[config.mk]
export PLATFORM = sky130hd
export DESIGN_NAME = seg7_bus_reader
export DESIGN_NICKNAME = d
export VERILOG_FILES = /design/src/rtl/seg7_pkg.sv /design/src/rtl/seg7_pattern_decode.sv /design/src/rtl/seg7_bus_reader.sv
export SDC_FILE = /design/constraint.sdc
export NUM_CORES = 1
export LEC_CHECK = 0
export ABC_CLOCK_PERIOD_IN_PS = 4000
export CORE_UTILIZATION = 60
export CTS_BUF_LIST = sky130_fd_sc_hd__clkbuf_4 sky130_fd_sc_hd__clkbuf_8 sky130_fd_sc_hd__clkbuf_16
export DETAILED_ROUTE_END_ITERATION = 12
export MAX_ROUTING_LAYER = met4
export PLACE_DENSITY_LB_ADDON = 0.12
export RECOVER_POWER = 25
export SLEW_MARGIN = 20
export SYNTH_ARGS = -nofsm -noshare
export SYNTH_HDL_FRONTEND = slang
export SYNTH_SLANG_ARGS = --single-unit
export TNS_END_PERCENT = 5
[constraint.sdc]
create_clock -name clk -period 4 [get_ports clk]
set_input_delay 0.6 -clock clk [delete_from_list [all_inputs] [get_ports clk]]
set_output_delay 0.6 -clock clk [all_outputs]
set_load 0.05 [all_outputs]
[src/rtl/seg7_pkg.sv]
// rtl/seg7_pkg.sv - shared 7-segment pattern and value constants
// Patterns are active-low, bit order g..a (bit 6 = g). The segment decoders use the same constants.
package seg7_pkg;

  localparam logic [6:0] SEG_0     = 7'h40;
  localparam logic [6:0] SEG_1     = 7'h79;
  localparam logic [6:0] SEG_2     = 7'h24;
  localparam logic [6:0] SEG_3     = 7'h30;
  localparam logic [6:0] SEG_4     = 7'h19;
  localparam logic [6:0] SEG_5     = 7'h12;
  localparam logic [6:0] SEG_6     = 7'h02;
  localparam logic [6:0] SEG_7     = 7'h78;
  localparam logic [6:0] SEG_8     = 7'h00;
  localparam logic [6:0] SEG_9     = 7'h18;
  localparam logic [6:0] SEG_DASH  = 7'h3F;
  localparam logic [6:0] SEG_BLANK = 7'h7F;

  localparam logic [3:0] VAL_DASH  = 4'hE;
  localparam logic [3:0] VAL_ERR   = 4'hF;

endpackage

[src/rtl/seg7_pattern_decode.sv]
// rtl/seg7_pattern_decode.sv - active-low segment pattern to BCD value
// Ports: pattern (7, g..a active-low) in; value (4) out; err (1) out, set for any non-digit, non-dash code.
module seg7_pattern_decode
  import seg7_pkg::*;
(
  input  logic [6:0] pattern,
  output logic [3:0] value,
  output logic       err
);

  always_comb begin
    value = VAL_ERR;
    err   = 1'b0;
    case (pattern)
      SEG_0:    value = 4'd0;
      SEG_1:    value = 4'd1;
      SEG_2:    value = 4'd2;
      SEG_3:    value = 4'd3;
      SEG_4:    value = 4'd4;
      SEG_5:    value = 4'd5;
      SEG_6:    value = 4'd6;
      SEG_7:    value = 4'd7;
      SEG_8:    value = 4'd8;
      SEG_9:    value = 4'd9;
      SEG_DASH: value = VAL_DASH;
      default: begin
        value = VAL_ERR;
        err   = 1'b1;
      end
    endcase
  end

endmodule

[src/rtl/seg7_bus_reader.sv]
// rtl/seg7_bus_reader.sv - recovers BCD digits from a multiplexed active-low 7-segment bus
// Ports: clk, rst (async, active-high); sample_en strobe; seg_in (7, g..a active-low);
//   an_in (DIGITS, one-hot active-low); digits_out (4*DIGITS); digit_err (DIGITS);
//   frame_valid / frame_ready handshake; overflow (sticky dropped-frame flag).
// Option SEG7_DP_EN: adds seg_dp in (active-low) and dp_out (DIGITS, active-high point lit).
module seg7_bus_reader
  import seg7_pkg::*;
#(
  parameter int DIGITS     = 4,
  parameter int STABLE_CNT = 4
) (
  input  logic                  clk,
  input  logic                  rst,
  input  logic                  sample_en,
  input  logic [6:0]            seg_in,
`ifdef SEG7_DP_EN
  input  logic                  seg_dp,
  output logic [DIGITS-1:0]     dp_out,
`endif
  input  logic [DIGITS-1:0]     an_in,
  output logic [4*DIGITS-1:0]   digits_out,
  output logic [DIGITS-1:0]     digit_err,
  output logic                  frame_valid,
  input  logic                  frame_ready,
  output logic                  overflow
);

`ifdef SEG7_DP_EN
  localparam int PW = 8;
  logic [PW-1:0] pattern;
  assign pattern = {seg_dp, seg_in};
`else
  localparam int PW = 7;
  logic [PW-1:0] pattern;
  assign pattern = seg_in;
`endif

  localparam logic [7:0] CNT_MAX = 8'(STABLE_CNT);

  logic [DIGITS-1:0]      sel;
  logic                   qual;
  logic [DIGITS+PW-1:0]   sample_now;
  logic [DIGITS+PW-1:0]   last_sample;
  logic                   last_vld;
  logic [7:0]             cnt;
  logic                   same;
  logic                   commit;
  logic [3:0]             dec_val;
  logic                   dec_err;
  logic [4*DIGITS-1:0]    shadow_val;
  logic [DIGITS-1:0]      shadow_err;
  logic [4*DIGITS-1:0]    next_val;
  logic [DIGITS-1:0]      next_err;
  logic [DIGITS-1:0]      seen;
  logic [DIGITS-1:0]      seen_next;
  logic                   frame_done;
  logic                   frame_load;

  assign sel        = ~an_in;
  assign qual       = sample_en && $onehot(sel);
  assign sample_now = {an_in, pattern};
  assign same       = last_vld && (sample_now == last_sample);
  // Commit only on the transition into CNT_MAX, so a held pattern commits once.
  assign commit     = qual && same && (cnt == CNT_MAX - 8'd1);
  assign seen_next  = seen | sel;
  assign frame_done = commit && (&seen_next);
  assign frame_load = frame_done && (!frame_valid || frame_ready);

  seg7_pattern_decode u_decode (
    .pattern (seg_in),
    .value   (dec_val),
    .err     (dec_err)
  );

  // Shadow bank with the digit being committed merged in; sel is one-hot whenever commit is high.
  always_comb begin
    next_val = shadow_val;
    next_err = shadow_err;
    for (int i = 0; i < DIGITS; i++) begin
      if (sel[i]) begin
        next_val[4*i +: 4] = dec_val;
        next_err[i]        = dec_err;
      end
    end
  end

`ifdef SEG7_DP_EN
  logic [DIGITS-1:0] shadow_dp;
  logic [DIGITS-1:0] next_dp;

  always_comb begin
    next_dp = shadow_dp;
    for (int i = 0; i < DIGITS; i++) begin
      if (sel[i]) next_dp[i] = ~seg_dp;
    end
  end

  always_ff @(posedge clk or posedge rst) begin
    if (rst) begin
      shadow_dp <= '0;
      dp_out    <= '0;
    end else begin
      if (commit)     shadow_dp <= next_dp;
      if (frame_load) dp_out    <= next_dp;
    end
  end
`endif

  always_ff @(posedge clk or posedge rst) begin
    if (rst) begin
      last_sample <= '0;
      last_vld    <= 1'b0;
      cnt         <= 8'd0;
      shadow_val  <= '0;
      shadow_err  <= '0;
      seen        <= '0;
      digits_out  <= '0;
      digit_err   <= '0;
      frame_valid <= 1'b0;
      overflow    <= 1'b0;
    end else begin
      if (sample_en) begin
        if (qual) begin
          last_sample <= sample_now;
          last_vld    <= 1'b1;
          if (!same)               cnt <= 8'd1;
          else if (cnt != CNT_MAX) cnt <= cnt + 8'd1;
        end else begin
          cnt      <= 8'd0;
          last_vld <= 1'b0;
        end
      end

      if (commit) begin
        shadow_val <= next_val;
        shadow_err <= next_err;
        seen       <= frame_done ? '0 : seen_next;
      end

      if (frame_load) begin
        digits_out  <= next_val;
        digit_err   <= next_err;
        frame_valid <= 1'b1;
      end else if (frame_done) begin
        overflow <= 1'b1;
      end else if (frame_valid && frame_ready) begin
        frame_valid <= 1'b0;
      end
    end
  end

endmodule

==> metrics.log, run 1 <==
INFO  metric run_status = complete, but fails checks
INFO  metric failing_checks = max-capacitance violations, max-slew violations
INFO  metric insertion_delay = 0.34 ns
INFO  metric insertedDiodeCount = 0
INFO  metric num_vias = 3001
INFO  metric ys_seq_area_share = 44.6%
INFO  metric grt_pass1_vias = 2858
INFO  metric core_area = just under 0.006 mm2
INFO  metric most-common-layout-cells = sky130_fd_sc_hd__dfrtp_1 (66), sky130_fd_sc_hd__o21ai_0 (37), sky130_fd_sc_hd__clkdlybuf4s50_1 (35)
INFO  metric floorplan.io_pins = 37
INFO  metric hold_path.startpoint = overflow$_DFFE_PP0P_
INFO  metric synth_fa_ha_area_share = 1.89%
INFO  metric worst-slew-pin-transition = 2.10 ns
INFO  metric grt_setup_unrepaired = false
INFO  metric hp-class = reg -> reg
INFO  metric place_congestion = 0.882
INFO  metric fin_setup_tns = 0 ns
INFO  metric synth-seq-cells = 66
INFO  metric layout_commonest_cell = sky130_fd_sc_hd__dfrtp_1
INFO  metric number_of_fillers_in_the_final_layout = between 400 and 500
INFO  metric cp_data_arrival_time = 3.82 ns
INFO  metric clock_skew = around 0.011 ns
INFO  metric final-hold-violation-count = 0
INFO  metric power_per_cell_area = 385 mW/mm2
INFO  metric synth_unique_cells = 56
INFO  metric grt_first_pass_wirelength = 14.3 mm
INFO  metric setup.reg_to_reg.worst_slack = about 1.7 ns
INFO  metric worstPathBufferInverterCount = 3
INFO  metric finalSetupViolations = 0
INFO  metric detail_route.wl_per_cell = 17.9 um
INFO  metric layout_cell_share_with_drive_strength_beyond_1 = 14.2%
INFO  metric timing.critical_path.slowest_stage_cell = sky130_fd_sc_hd__fa_1
INFO  metric grt_overflow = 0
INFO  metric regToRegEndpoint = shadow_err[0]$_DFFE_PP0P_
INFO  metric hpwl = between 5 and 6 mm
INFO  metric worstHoldPathCells = 1
INFO  metric report.final.slew_viol_count = 49
INFO  metric crit_fanout = 18
INFO  metric timing.critical_path.required = 4.24 ns
INFO  metric num_rows = 28
INFO  metric fp.dieH = 80.6 um
INFO  metric cts-resized-gates = 0
INFO  metric synthCells = 368
INFO  metric io_buffer_count = 36
INFO  metric finalCritPeriodShare = 89.3%
INFO  metric area_delta_synth_final = 18.8%
INFO  metric yosys_most_used_dff = sky130_fd_sc_hd__dfrtp_1
INFO  metric via_per_inst = 6.21
INFO  metric worstRegToRegCells = 5
INFO  metric clock_tree.htree_level_count = 3
INFO  metric cp_cell_sequence = clkdlybuf4s50_1 > fa_1 > inv_1 > ha_1 > ha_1 > nand4bb_1 > buf_4 > nor4_1 > and4_1 > nand2_1 > o31ai_1
INFO  metric worst-setup-path-type = in -> reg
INFO  metric path_common_cell = sky130_fd_sc_hd__ha_1
INFO  metric worst_slew_margin_rel = -40.7%
INFO  metric asyncSetResetFlopFracSynth = between 90% and 100%
INFO  metric mappedNetlistNets = ~390
INFO  metric clk_root_buffer_cell = sky130_fd_sc_hd__clkbuf_8
INFO  metric crit-reg2reg-launch = cnt[5]$_DFFE_PP0P_
INFO  metric synth-xor-area-share = between 3 and 4%
INFO  metric cts_setup_buffers = 0
INFO  metric nets = 423
INFO  metric hold_worst_path_end = overflow$_DFFE_PP0P_
INFO  metric cp_slowest_stage_delay = 0.55 ns
INFO  metric start_kind = input pin
INFO  metric cts_num_sinks = 66
INFO  metric die_width = 80.6 um
INFO  metric fp.dieArea = 0.00649 mm2
INFO  metric synth-warning-count = 0
INFO  metric detail_route.iter0.violations = 263
INFO  metric clk_pin_slew_worst_paths = 0.08 ns
INFO  metric cts_hold_repair.buffers = 0
INFO  metric route.antenna.remaining_nets = 0
INFO  metric clock.fmax = about 0.28 GHz
INFO  metric largest_delay_share_family_worst_path = simple AND/OR/NAND/NOR gates
INFO  metric cp-end-kind = flop
INFO  metric largest_family_of_logic_cells_by_synthesized_area = compound AO/OA/AOI/OAI gates
INFO  metric all_layer_global_routing_usage = 30.4%
INFO  metric post_synth.cell_area_avg = 10.1 um2
INFO  metric post-route-drc-count = 0
INFO  metric vdd.ir_drop.worst = 0.380 mV
INFO  metric synth-simple-area-share = 18.6%
INFO  metric pre_cts_ws = ~0.096 ns
INFO  metric cell_area_after_synthesis = ~0.0037 mm2
INFO  metric grt_start_max_net_pins = 49
INFO  metric cts_max_path_buffers = 2
INFO  metric cts_inserted_buffers = 9
INFO  metric first_pass_iters = 4
INFO  metric max_cap_viol_count = 1
INFO  metric p_leak = 1.99 nW
INFO  metric compound_gate_portion_of_the_synthesized_area = between 20% and 30%
INFO  metric cts_tree = done
INFO  metric layout_min_cycle_time = 3.57 ns
INFO  metric initial_utilization = between 60% and 70%
INFO  metric synth_enable_flop_cells = 0
INFO  metric antenna_found_initial = 0
INFO  metric drt-total-wl = ~8.6 mm
INFO  metric synthMuxAreaShare = 6.48%
INFO  metric finalWorstSetupSlack = 0.428 ns
[per-layer routing]
metal | share of wire (%) | global-route usage (%)
met2 | 46 | 45.3
met4 | 2.5 | 12.0
met3 | 5.3 | 5.11
met1 | 46 | 41.6
met5 | 0 | -
[how the worst max path moves through the flow]
stage             start                          to  slack, ns  cells after the start
3_5_place_dp   an_in[0]   shadow_val[3]$_DFFE_PP0P_        0.1                     10
3_3_place_gp   an_in[0]  shadow_val[15]$_DFFE_PP0P_       0.15                     10
6_report       an_in[0]   digits_out[5]$_DFFE_PP0P_       0.43                     11
2_1_floorplan  an_in[2]   shadow_err[1]$_DFFE_PP0P_       0.58                     10
4_1_cts        an_in[0]   shadow_err[1]$_DFFE_PP0P_       0.44                     10
5_1_grt        an_in[0]   digits_out[6]$_DFFE_PP0P_       0.23                     12
[per-stage QoR]
step	std cells	hold WS, ns	util (%)	area (um2)	power (W)
after detailed placement	467	0.474	69.7	4150	0.00102
after floorplan	368	0.455	-	3700	0.000945
after global placement	467	0.462	69.7	4150	0.00101
final	483	0.494	73.9	4400	0.00170
after global routing	483	0.510	73.9	4400	0.00176
after CTS	483	0.503	73.9	4400	0.00170
[synth_stat cells (2+ instances only)]
library cell | number | area share (%)
sky130_fd_sc_hd__nand2b_1 | 5 | 0.84
sky130_fd_sc_hd__xnor2_1 | 15 | 3.5
sky130_fd_sc_hd__nor3b_1 | 3 | 0.61
sky130_fd_sc_hd__a31oi_1 | 9 | 1.5
sky130_fd_sc_hd__ha_1 | 4 | 1.4
sky130_fd_sc_hd__o31ai_1 | 13 | 2.6
sky130_fd_sc_hd__nand3b_1 | 2 | 0.41
sky130_fd_sc_hd__o22a_1 | 2 | 0.47
sky130_fd_sc_hd__and2_1 | 11 | 1.9
sky130_fd_sc_hd__a32oi_1 | 2 | 0.47
sky130_fd_sc_hd__or3_1 | 2 | 0.34
sky130_fd_sc_hd__a211oi_1 | 8 | 1.6
sky130_fd_sc_hd__and3_2 | 2 | 0.41
sky130_fd_sc_hd__nor4_1 | 2 | 0.34
sky130_fd_sc_hd__o21a_1 | 4 | 0.81
sky130_fd_sc_hd__dfrtp_1 | 66 | 45
sky130_fd_sc_hd__a21oi_1 | 18 | 2.4
sky130_fd_sc_hd__a22o_1 | 2 | 0.47
sky130_fd_sc_hd__and3_1 | 3 | 0.51
sky130_fd_sc_hd__nor2_1 | 14 | 1.4
sky130_fd_sc_hd__a221oi_1 | 4 | 0.95
sky130_fd_sc_hd__nor4b_1 | 2 | 0.47
sky130_fd_sc_hd__and4_1 | 5 | 1.2
sky130_fd_sc_hd__nand3_1 | 4 | 0.54
sky130_fd_sc_hd__nand4_1 | 6 | 1.0
sky130_fd_sc_hd__clkbuf_1 | 17 | 1.7
sky130_fd_sc_hd__nand2_1 | 28 | 2.8
sky130_fd_sc_hd__nor2_8 | 4 | 2.2
sky130_fd_sc_hd__a22oi_1 | 2 | 0.41
sky130_fd_sc_hd__nor3_1 | 5 | 0.68
sky130_fd_sc_hd__o21ai_0 | 37 | 5.0
sky130_fd_sc_hd__buf_2 | 7 | 0.95
sky130_fd_sc_hd__o211ai_1 | 5 | 1.0
sky130_fd_sc_hd__and4b_1 | 2 | 0.54
sky130_fd_sc_hd__nor2b_1 | 2 | 0.34
sky130_fd_sc_hd__inv_1 | 13 | 1.3
sky130_fd_sc_hd__mux2_4 | 16 | 6.5
sky130_fd_sc_hd__a21o_1 | 4 | 0.81
[report_power, final]
group | internal (W) | switching [W] | total (W) | leakage [nW]
clock | 0.000423 | 0.000260 | 0.000684 | 0.120
combinational | 0.000105 | 0.000149 | 0.000254 | 0.962
sequential | 0.000719 | 0.0000383 | 0.000758 | 0.904
total | 0.00125 | 0.000448 | 0.00170 | 1.99
[cell type report]
class | instances | area [um2] | area share [%]
multi-input combinational | 264 | 1900 | 43.2
sequential | 66 | 1650 | 37.5
timing repair buffer | 49 | 458 | 10.4
clock buffer | 10 | 131 | 2.98
clock inverter | 6 | 115 | 2.62
tap | 75 | 93.8 | 2.13
inverter | 13 | 50.0 | 1.14
[cell families after synthesis]
| family | count (synthesis) |
|---|---|
| compound gates | 118 |
| simple gates | 109 |
| flops | 66 |
| buf+inv | 38 |
| xor+xnor | 16 |
| mux | 16 |
| fa+ha+maj | 5 |
[sequential cells by signal (all words and copies together) (netlist names)]
register and cells:
overflow 1, last_sample 11, shadow_val 16, seen 4, cnt 8, digits_out 16
digit_err 4, last_vld 1, shadow_err 4, frame_valid 1
Note: power is estimated with default switching activity, not from simulation.
==> inputs of run 2 (changes only) <==
- CTS_CLUSTER_DIAMETER: unset -> 40
- HOLD_SLACK_MARGIN: unset -> 0.05
==> results of run 2 <==
No change in the layout: final DEF, timing and power equal those of run 1.
==> inputs of run 3 (changes only) <==
- CORE_UTILIZATION: 60 -> 40
- PLACE_DENSITY: unset -> 0.55
- PLACE_DENSITY_LB_ADDON: 0.12 -> unset
==> run 3 against run 2 <==
  * The run ends with design-rule violations, max-capacitance violations, max-slew violations left
  * Clock power decreased by 21%
  * Clock-buffer cell count increased by 4
  * Critical path depth decreased by 1
  * Critical path type unchanged
  * Critical endpoint is now shadow_val[14]$_DFFE_PP0P_
  * Largest power group unchanged
==> metrics.log, run 3 (same netlist as run 1, synthesis figures left out) <==
INFO  metric run_status = complete, but fails checks
INFO  metric failing_checks = design-rule violations, max-capacitance violations, max-slew violations
INFO  metric hpwl = 6.40 mm (+7.7%)
INFO  metric design_power_total = 0.00155 W (-8.5%)
INFO  metric global_route.usage.met1 = 28.0% (-14 points)
INFO  metric report.final.slew_viol_count = 52 (+6.1%)
INFO  metric globalRouteMet3Util = 4.80% (-0.32 points)
INFO  metric drt-total-wl = 9.10 mm (+5.5%)
INFO  metric clock.fmax = 0.284 GHz (+1.3%)
INFO  metric detail_route.iter0.violations = 97 (-63%)
INFO  metric worst-setup-path-type = in -> reg
INFO  metric first_pass_iters = 11 (+7)
INFO  metric via_per_inst = 5.56 (-11%)
INFO  metric post-route-drc-count = 1 (+1)
INFO  metric grt_busiest_layer = met2
INFO  metric cts_num_sinks = 66 (unchanged)
INFO  metric largest_delay_share_family_worst_path = simple AND/OR/NAND/NOR gates
INFO  metric worst-slew-pin-transition = 2.29 ns (+0.189 ns)
INFO  metric final-hold-violation-count = 0 (unchanged)
INFO  metric timing.critical_path.required = 4.23 ns (about the same)
INFO  metric path_common_cell = sky130_fd_sc_hd__ha_1
INFO  metric timing.hold.ws = 0.483 ns (-0.0117 ns)
INFO  metric fp.dieH = 98.2 um (+22%)
INFO  metric grt_first_pass_wirelength = 15.1 mm (+5.8%)
INFO  metric cts_setup_buffers = 0 (unchanged)
INFO  metric finalSetupViolations = 0 (unchanged)
INFO  metric cts_max_path_buffers = 2 (unchanged)
INFO  metric most-common-layout-cells = sky130_fd_sc_hd__dfrtp_1 (66), sky130_fd_sc_hd__o21ai_0 (37), sky130_fd_sc_hd__clkdlybuf4s50_1 (35)
INFO  metric antenna_found_initial = 0 (unchanged)
INFO  metric io_buffer_count = 36 (unchanged)
INFO  metric clk_root_buffer_cell = sky130_fd_sc_hd__clkbuf_8
INFO  metric core_area = 0.00885 mm2 (+49%)
INFO  metric all_layer_global_routing_usage = 20.9% (-9.5 points)
INFO  metric fin_setup_tns = 0 ns (unchanged)
INFO  metric grt_pass1_vias = 2838 (-0.70%)
INFO  metric fp.dieArea = 0.00965 mm2 (+49%)
INFO  metric crit_fanout = 5 (-13)
INFO  metric cts_tree = done
INFO  metric layout_min_cycle_time = 3.53 ns (-0.0450 ns)
INFO  metric power_per_cell_area = 353 mW/mm2 (-8.3%)
INFO  metric clock_tree.htree_level_count = 3 (unchanged)
INFO  metric hp-class = reg -> reg
INFO  metric largestRegisters = digits_out x16, shadow_val x16, last_sample x11
INFO  metric cp_data_arrival_time = 3.75 ns (-0.07 ns)
INFO  metric register_area = 0.00165 mm2 (unchanged)
INFO  metric cts_inserted_buffers = 9 (unchanged)
INFO  metric cts_hold_repair.buffers = 0 (unchanged)
INFO  metric multiInputGateArea = 0.00190 mm2 (unchanged)
INFO  metric insertedDiodeCount = 0 (unchanged)
INFO  metric detail_route.wl_per_cell = 17.7 um (-1.1%)
INFO  metric grt_start_max_net_pins = 52 (+6.1%)
INFO  metric layout_cell_share_with_drive_strength_beyond_1 = 14.0% (-0.21 points)
INFO  metric grt_setup_unrepaired = false
INFO  metric layout_commonest_cell = sky130_fd_sc_hd__dfrtp_1
INFO  metric grt_overflow = 0 (unchanged)
INFO  metric die_width = 98.2 um (+22%)
INFO  metric floorplan.io_pins = 37 (unchanged)
INFO  metric place_congestion = 0.759 (-14%)
INFO  metric num_rows = 34 (+21%)
INFO  metric cp_cell_sequence = clkdlybuf4s50_1 > fa_1 > inv_1 > ha_1 > ha_1 > nand4bb_1 > nor4_2 > or4b_4 > nor2_8 > mux2_4
INFO  metric worstPathBufferInverterCount = 2 (-1)
INFO  metric worst_slew_margin_rel = -53.4% (-13 points)
INFO  metric number_of_fillers_in_the_final_layout = 822 (+92%)
INFO  metric max_cap_viol_count = 1 (unchanged)
INFO  metric area_delta_synth_final = 18.5%
INFO  metric cp_slowest_stage_delay = 0.62 ns (+0.07 ns)
INFO  metric met2_usage = 31.9% (-13 points)
INFO  metric vdd.ir_drop.worst = 0.191 mV (-50%)
INFO  metric num_vias = 2863 (-4.6%)
INFO  metric route.antenna.remaining_nets = 0 (unchanged)
INFO  metric start_kind = input pin
INFO  metric cts-resized-gates = 0 (unchanged)
INFO  metric insertion_delay = 0.34 ns (about the same)
INFO  metric timing.critical_path.slowest_stage_cell = sky130_fd_sc_hd__or4b_4
INFO  metric p_leak = 1.96 nW (-1.1%)
INFO  metric clock_skew = 0.00884 ns (-0.00265 ns)
INFO  metric clk_pin_slew_worst_paths = 0.07 ns (about the same)
INFO  metric nets = 423 (unchanged)
INFO  metric initial_utilization = 41.9% (-20 points)
INFO  metric cp-end-kind = flop
INFO  metric finalCritPeriodShare = 88.2% (-1.1 points)
run 3: worst paths after layout:
kind | end | slack [ns] | from | cells after the start
worst max-delay path | shadow_val[14]$_DFFE_PP0P_ | 0.47 | an_in[0] | 10
worst min-delay path | seen[2]$_DFFE_PP0P_ | 0.48 | seen[2]$_DFFE_PP0P_ | 1
max in group asynchronous | last_sample[0]$_DFFE_PP0P_ | 1.64 | rst | 2
worst max register to register | shadow_val[14]$_DFFE_PP0P_ | 1.73 | cnt[5]$_DFFE_PP0P_ | 5
worst min register to register | seen[2]$_DFFE_PP0P_ | 0.48 | seen[2]$_DFFE_PP0P_ | 1
min in group asynchronous | frame_valid$_DFFE_PP0P_ | 1.32 | rst | 2
run 3: area by class of cell:
type | count | area share (%)
Clock inverter | 1 | 0.171
Clock buffer | 14 | 4.25
Sequential cell | 66 | 37.6
Inverter | 13 | 1.14
Tap cell | 108 | 3.08
Timing Repair Buffer | 49 | 10.4
Multi-Input combinational cell | 264 | 43.3
run 3: routing by layer:
layer | part of all wire [%] | wire [um]
met2 | 46 | 4220
met1 | 49 | 4490
met5 | 0 | 0
met3 | 3.3 | 303
met4 | 1.0 | 94
run 3: where the power goes:
group | switching, W | internal (W)
Clock | 0.000242 | 0.000297
Sequential | 0.0000345 | 0.000720
Combinational | 0.000152 | 0.000105
Total | 0.000429 | 0.00112
run 3: per-stage QoR:
stage	utilization (%)	instance area, um2	worst slack [ns]	cells
floorplan	-	3700	0.576	368
global placement	47.4	4200	0.126	500
CTS	49.6	4390	0.476	515
detailed placement	47.4	4200	0.102	500
global route	49.6	4390	0.308	515
finish	49.6	4390	0.473	515
run 3: worst reg2reg max path, delay by kind of cell, from the launching register on:
family        cells  cell delay (ns)
flops             1             0.41
simple gates      4             1.44
mux               1             0.31
